===== src/rtl/io_seq_pkg.sv =====
// Shared types and constants for the picoMips I/O sequencer.
// The optional result watchdog is enabled by defining IO_SEQ_WDOG_EN.
package io_seq_pkg;

    localparam int DATA_W_DEFAULT = 8;
    localparam logic [7:0] LED_TIMEOUT = 8'hFF;

    typedef enum logic [2:0] {
        S_X_ARM,
        S_X_REL,
        S_Y_ARM,
        S_Y_REL,
        S_ISSUE,
        S_WAIT_RES,
        S_SHOW_X,
        S_SHOW_Y
    } state_t;

endpackage


===== src/rtl/sw_debounce.sv =====
// Strobe conditioner: two-flop synchroniser plus a stability counter that
// only accepts a new level after DEBOUNCE_CYCLES consecutive differing samples.
module sw_debounce #(
    parameter int DEBOUNCE_CYCLES = 4
) (
    input  logic Clock,
    input  logic nReset,
    input  logic raw,
    output logic level
);

    localparam int CNT_W = (DEBOUNCE_CYCLES > 1) ? $clog2(DEBOUNCE_CYCLES) : 1;
    localparam logic [CNT_W-1:0] CNT_LAST = CNT_W'(DEBOUNCE_CYCLES - 1);

    logic             sync1_q, sync2_q;
    logic             level_q, level_d;
    logic [CNT_W-1:0] cnt_q, cnt_d;

    always_comb begin
        level_d = level_q;
        cnt_d   = '0;
        if (sync2_q != level_q) begin
            if (cnt_q == CNT_LAST) begin
                level_d = sync2_q;
            end else begin
                cnt_d = cnt_q + CNT_W'(1);
            end
        end
    end

    always_ff @(posedge Clock or negedge nReset) begin
        if (!nReset) begin
            sync1_q <= 1'b0;
            sync2_q <= 1'b0;
            level_q <= 1'b0;
            cnt_q   <= '0;
        end else begin
            sync1_q <= raw;
            sync2_q <= sync1_q;
            level_q <= level_d;
            cnt_q   <= cnt_d;
        end
    end

    assign level = level_q;

endmodule


===== src/rtl/io_sequencer.sv =====
// Front-end controller for picoMips: captures x/y from switches on debounced
// strobe presses, hands them to the datapath, then shows x2 and y2 on the LEDs.
// Optional result watchdog: define IO_SEQ_WDOG_EN.
module io_sequencer
    import io_seq_pkg::*;
#(
    parameter int DATA_W          = DATA_W_DEFAULT,
    parameter int DEBOUNCE_CYCLES = 4,
    parameter int WDOG_CYCLES     = 255
) (
    input  logic              Clock,
    input  logic              nReset,
    input  logic [DATA_W-1:0] sw_data,
    input  logic              sw_strobe,
    output logic [DATA_W-1:0] op_x,
    output logic [DATA_W-1:0] op_y,
    output logic              op_valid,
    input  logic              op_ready,
    input  logic [DATA_W-1:0] res_x,
    input  logic [DATA_W-1:0] res_y,
    input  logic              res_valid,
    output logic              res_ready,
    output logic [DATA_W-1:0] led,
    output logic              busy,
    output logic              wdog_err
);

    if (DEBOUNCE_CYCLES < 1 || WDOG_CYCLES < 1) begin : g_param_check
        $error("io_sequencer: DEBOUNCE_CYCLES and WDOG_CYCLES must be >= 1");
    end

    logic level;

    sw_debounce #(
        .DEBOUNCE_CYCLES(DEBOUNCE_CYCLES)
    ) u_debounce (
        .Clock (Clock),
        .nReset(nReset),
        .raw   (sw_strobe),
        .level (level)
    );

    state_t            state_q, state_d;
    logic [DATA_W-1:0] op_x_q, op_x_d;
    logic [DATA_W-1:0] op_y_q, op_y_d;
    logic [DATA_W-1:0] res_y_q, res_y_d;
    logic [DATA_W-1:0] led_q, led_d;
    logic              op_valid_q, op_valid_d;
    logic              res_ready_q, res_ready_d;
    logic              busy_q, busy_d;

`ifdef IO_SEQ_WDOG_EN
    localparam int WDOG_W = (WDOG_CYCLES > 1) ? $clog2(WDOG_CYCLES) : 1;
    localparam logic [WDOG_W-1:0] WDOG_LAST = WDOG_W'(WDOG_CYCLES - 1);

    logic [WDOG_W-1:0] wdog_cnt_q, wdog_cnt_d;
    logic              wdog_err_q, wdog_err_d;
`endif

    always_comb begin
        // NOTE: every _d gets a hold-value default first so no path infers a latch.
        state_d = state_q;
        op_x_d  = op_x_q;
        op_y_d  = op_y_q;
        res_y_d = res_y_q;
        led_d   = led_q;
`ifdef IO_SEQ_WDOG_EN
        wdog_err_d = wdog_err_q;
        wdog_cnt_d = (state_q == S_WAIT_RES) ? wdog_cnt_q + WDOG_W'(1) : '0;
`endif

        case (state_q)
            S_X_ARM: begin
                if (level) begin
                    op_x_d  = sw_data;
                    state_d = S_X_REL;
                end
            end
            S_X_REL: begin
                if (!level) state_d = S_Y_ARM;
            end
            S_Y_ARM: begin
                if (level) begin
                    op_y_d  = sw_data;
                    state_d = S_Y_REL;
                end
            end
            S_Y_REL: begin
                if (!level) state_d = S_ISSUE;
            end
            S_ISSUE: begin
                if (op_valid_q && op_ready) state_d = S_WAIT_RES;
            end
            S_WAIT_RES: begin
                // A result on the timeout cycle takes priority over the watchdog.
                if (res_valid && res_ready_q) begin
                    res_y_d = res_y;
                    led_d   = res_x;
                    state_d = S_SHOW_X;
                end
`ifdef IO_SEQ_WDOG_EN
                else if (wdog_cnt_q == WDOG_LAST) begin
                    wdog_err_d = 1'b1;
                    led_d      = DATA_W'(LED_TIMEOUT);
                    state_d    = S_SHOW_Y;
                end
`endif
            end
            S_SHOW_X: begin
                if (level) begin
                    led_d   = res_y_q;
                    state_d = S_SHOW_Y;
                end
            end
            S_SHOW_Y: begin
                if (!level) state_d = S_X_ARM;
            end
            default: state_d = S_X_ARM;
        endcase

        // Handshake outputs are decoded from the next state so they are
        // registered yet valid from the first cycle in the state.
        op_valid_d  = (state_d == S_ISSUE);
        res_ready_d = (state_d == S_WAIT_RES);
        busy_d      = op_valid_d | res_ready_d;
    end

    always_ff @(posedge Clock or negedge nReset) begin
        if (!nReset) begin
            state_q     <= S_X_ARM;
            op_x_q      <= '0;
            op_y_q      <= '0;
            res_y_q     <= '0;
            led_q       <= '0;
            op_valid_q  <= 1'b0;
            res_ready_q <= 1'b0;
            busy_q      <= 1'b0;
        end else begin
            // NOTE: non-blocking assignments so every flop samples pre-edge values.
            state_q     <= state_d;
            op_x_q      <= op_x_d;
            op_y_q      <= op_y_d;
            res_y_q     <= res_y_d;
            led_q       <= led_d;
            op_valid_q  <= op_valid_d;
            res_ready_q <= res_ready_d;
            busy_q      <= busy_d;
        end
    end

`ifdef IO_SEQ_WDOG_EN
    always_ff @(posedge Clock or negedge nReset) begin
        if (!nReset) begin
            wdog_cnt_q <= '0;
            wdog_err_q <= 1'b0;
        end else begin
            wdog_cnt_q <= wdog_cnt_d;
            wdog_err_q <= wdog_err_d;
        end
    end

    assign wdog_err = wdog_err_q;
`else
    assign wdog_err = 1'b0;
`endif

    assign op_x      = op_x_q;
    assign op_y      = op_y_q;
    assign op_valid  = op_valid_q;
    assign res_ready = res_ready_q;
    assign led       = led_q;
    assign busy      = busy_q;

endmodule


===== config.mk =====
export PLATFORM = sky130hd
export DESIGN_NAME = io_sequencer
export DESIGN_NICKNAME = d
export VERILOG_FILES = /design/src/rtl/io_seq_pkg.sv /design/src/rtl/sw_debounce.sv /design/src/rtl/io_sequencer.sv
export SDC_FILE = /design/constraint.sdc
export NUM_CORES = 1
export LEC_CHECK = 0
export ABC_AREA = 1
export BUFFER_PORTS_ARGS = -buffer_cell sky130_fd_sc_hd__buf_2
export CAP_MARGIN = 10
export CORE_MARGIN = 2
export CORE_UTILIZATION = 46
export DETAILED_ROUTE_END_ITERATION = 10
export PLACE_DENSITY = 0.84
export SLEW_MARGIN = 20
export SYNTH_ARGS = -nofsm -noshare
export SYNTH_HDL_FRONTEND = slang
export SYNTH_SLANG_ARGS = --single-unit

===== constraint.sdc =====
create_clock -name Clock -period 1.2 [get_ports Clock]
set_input_delay 0.24 -clock Clock [delete_from_list [all_inputs] [get_ports Clock]]
set_output_delay 0.24 -clock Clock [all_outputs]
set_load 0.005 [all_outputs]

==> impl_results.md <==
- Status: complete, but fails checks
- Failing checks: setup timing
- Fin. Hold Viols: 0
- Hold depth: 1
- Final ANT Viol Nets: 0
- Synth warnings: 0
- Top cells by area, synth: dfrtp_1 (56%), nand2_1 (12%), o21ai_2 (5.5%)
- Clk_lat worst skew: 0.30 ns
- Share of Yosys cell area claimed by the top area cell type: 56.3%
- Reg clk slew, reported paths: 0.08 ns
- Clock group share of total power: 18.7%
- HPWL after DPL: 2680 um
- Gr ovfl total: 0
- Total wire length: 3740 um
- Largest net degree at the start of global routing: 44
- Drt drc: 0
- CP Max Fanout: 16
- Peak VDD IR: 1.57 mV
- Post-synthesis cell type count: 25
- DIE WIDTH: 68.5 um
- Core Rows: 23
- Max Clk Rate: 826 MHz
- Crit end category: register
- Final number of setup-violating endpoints: 3
- Worst path max stage delay: 0.45 ns
- Synth Instances: 203
- Main synth FF type: dfrtp_1
- CP Cell Sequence: inv_2 -> nor2_4 -> nand2_4 -> nand2_1 -> o21ai_2
- Max Transition Viols Final: 0
- Initial Util: 47.8%
- Via count: 1489
- Power Dens Cells: 2430 nW/um2
- CP Class: register to register
- R2R Path Start: u_debounce.level
- Crit path launch type: register
- Gate power share: 39.3%
- Syn Nets: 233
- Sw Pwr: 0.00219 W
- Synth top cells by count: nand2_1 (59), dfrtp_1 (43), inv_1 (23), o21ai_0 (19)
- Global-route wire length before repair: 5950 um
- Hold WC Path Type: input port to register
- Cell with the most instances after synthesis: nand2_1
- Final nets: 300
- Worst Hold Launch: sw_strobe
- Fill count: 325
- LEAKAGE: 1.31 nW
- Diodes inserted: 0
- Initial antenna violation count: 0
- Non-Filler Instances: 321
- Crit path launch: u_debounce.level
- Die height: 68.5 um
- Routed length per instance: 11.7 um
- Leading area contributor after synthesis: dfrtp_1
- Pre-CTS setup slack: -0.0672 ns
- CTS root buffer: clkbuf_8
- RD Place Congestion: 0.762
- Data required time of the worst path: 1.39 ns
- Tmin final: 1.21 ns
- Dpl cells: 309
- Flop pwr share: 42.0%
- Mapped Avg Cell Area: 9.42 um2
- Share of layout cells above drive strength 1: 39.1%
- Int Pwr: 0.00379 W
- Crit share post-route: 101%
- Die area: 4690 um2
- Post-synth EDFFs: 0
- Crit path DAT: 1.40 ns
- Post-synthesis sequential area ratio: 56.3%
- CTS Buf Count: 5
- Sw Share: 36.6%
- RSZ-0062 raised after global routing: true
- Area Growth Syn to Fin: 28.4%
- #FFs+latches synth: 43
- Reg2Reg Depth: 5
- Core area: 4000 um2
- Slowest-stage cell, CP: dfrtp_2
- DR vias/cell: 4.64
- Initial detailed-routing violation count: 66
- Setup Skew: 0.00698 ns
- I/O pin count: 57
- CTS sink count: 43
- Async SR Flop Fraction: 100%
- Vias in the first global route: 1353
- Number of H-tree levels: 2
- Max Root-Sink Buffers: 2
- Number of port buffers: 55
- Cell Area, Synth: 1910 um2
- Drt pass-1 iters: 4
- Total GRT Usage: 17.4%
- Final worst slack: -0.0103 ns
- Maxcap violations: 0
- CTS tree: done
## final cells by class
cell class                 count  area (um2)  share of cell area, %
sequential                    43        1080                   44.0
multi-input combinational    127         707                   28.8
timing repair buffer          66         385                   15.7
inverter                      27         106                   4.33
clock buffer                   5        68.8                   2.80
tap                           50        62.6                   2.55
clock inverter                 3        43.8                   1.78
## registers in the layout, summed over array words and instances, names as in the netlist
name	cells
u_debounce.sync1_q	1
op_y	8
res_ready	1
u_debounce.sync2_q	1
op_x	8
busy	1
led	8
state_q	3
u_debounce.cnt_q	2
op_valid	1
u_debounce.level	1
res_y_q	8
## worst max-delay path, delay by kind of cell, from the launching register on
family          cells  cell delay [ns]
simple gates        3             0.51
flops               1             0.45
buf+inv             1             0.08
compound gates      1             0.05
## cells by family (layout without fill, tap and decap cells)
family	count (synthesis)	count (layout)	share of synthesized area (%)
AOI/OAI and AO/OA	36	36	11.8
xor gates and xnor gates	1	1	0.458
adders and majority gates	1	1	0.654
buffers and inverters	34	101	9.03
DFF	43	43	56.3
other	1	1	0.196
and+or+nand+nor	87	88	21.6
## metal layers
| metal | part of all wire [%] | track usage (%) | wire [um] | vias up |
|---|---|---|---|---|
| li1 | - | - | - | 777 |
| met1 | 42 | 21.7 | 1570 | 657 |
| met2 | 49 | 27.2 | 1820 | 47 |
| met3 | 7.1 | 5.92 | 267 | 8 |
| met4 | 2.2 | 8.00 | 84 | 0 |
| met5 | 0 | 0 | 0 | - |
## path summary, 6_finish.rpt
path,endpoint,slack [ns]
max,op_x[5],-0.01
min,u_debounce.sync1_q,0.04
max reg2reg,op_x[5],-0.01
min reg2reg,u_debounce.sync2_q,0.35
max in group asynchronous,state_q[2],0.55
min in group asynchronous,led[1],0.43
## power groups by stage
stage	Clock, W	Sequential [W]	Combinational, W
2_1_floorplan	0	0.00246	0.00138
3_5_place_dp	0	0.00250	0.00217
5_1_grt	0.00120	0.00259	0.00268
3_3_place_gp	0	0.00249	0.00209
4_1_cts	0.00114	0.00251	0.00222
6_report	0.00112	0.00251	0.00235
## stage by stage
stage | setup TNS [ns] | area [um2] | power (W) | hold slack [ns] | util, %
after floorplan | 0 | 1910 | 0.00385 | -0.0556 | -
after global placement | -0.159 | 2270 | 0.00458 | 0.228 | 56.6
after detailed placement | -0.799 | 2270 | 0.00467 | 0.230 | 56.6
after CTS | -0.226 | 2410 | 0.00587 | 0.0351 | 60.2
after global routing | -2.30 | 2450 | 0.00647 | 0.0312 | 61.4
final | -0.0219 | 2450 | 0.00598 | 0.0415 | 61.4
## what timing repair did
item,4_1_cts,5_1_grt
resized for setup,8,12
pin swaps,0,1
setup endpoints to repair,34,34
cloned,0,1
setup buffers,0,2
endpoints found under the hold margin,43,0
hold buffers,1,0
## placed cells by master (no fill, tap or decap), types with 2 or more instances in the layout
| master | synthesis | final |
|---|---|---|
| nand3_1 | 12 | 12 |
| buf_2 | 1 | 55 |
| nand3_4 | 2 | 3 |
| nor2_1 | 6 | 5 |
| nand2_4 | 1 | 2 |
| o21ai_1 | 4 | 10 |
| o21ai_2 | 12 | 14 |
| buf_4 | 1 | 8 |
| clkbuf_8 | 0 | 5 |
| o21ai_0 | 19 | 11 |
| inv_1 | 23 | 23 |
| buf_12 | 0 | 2 |
| dfrtp_1 | 43 | 39 |
| nand2_1 | 59 | 58 |
| inv_4 | 1 | 2 |
| nor2_4 | 2 | 2 |
| dfrtp_2 | 0 | 4 |
| inv_2 | 3 | 2 |
Power figures use the tool's default switching activity.
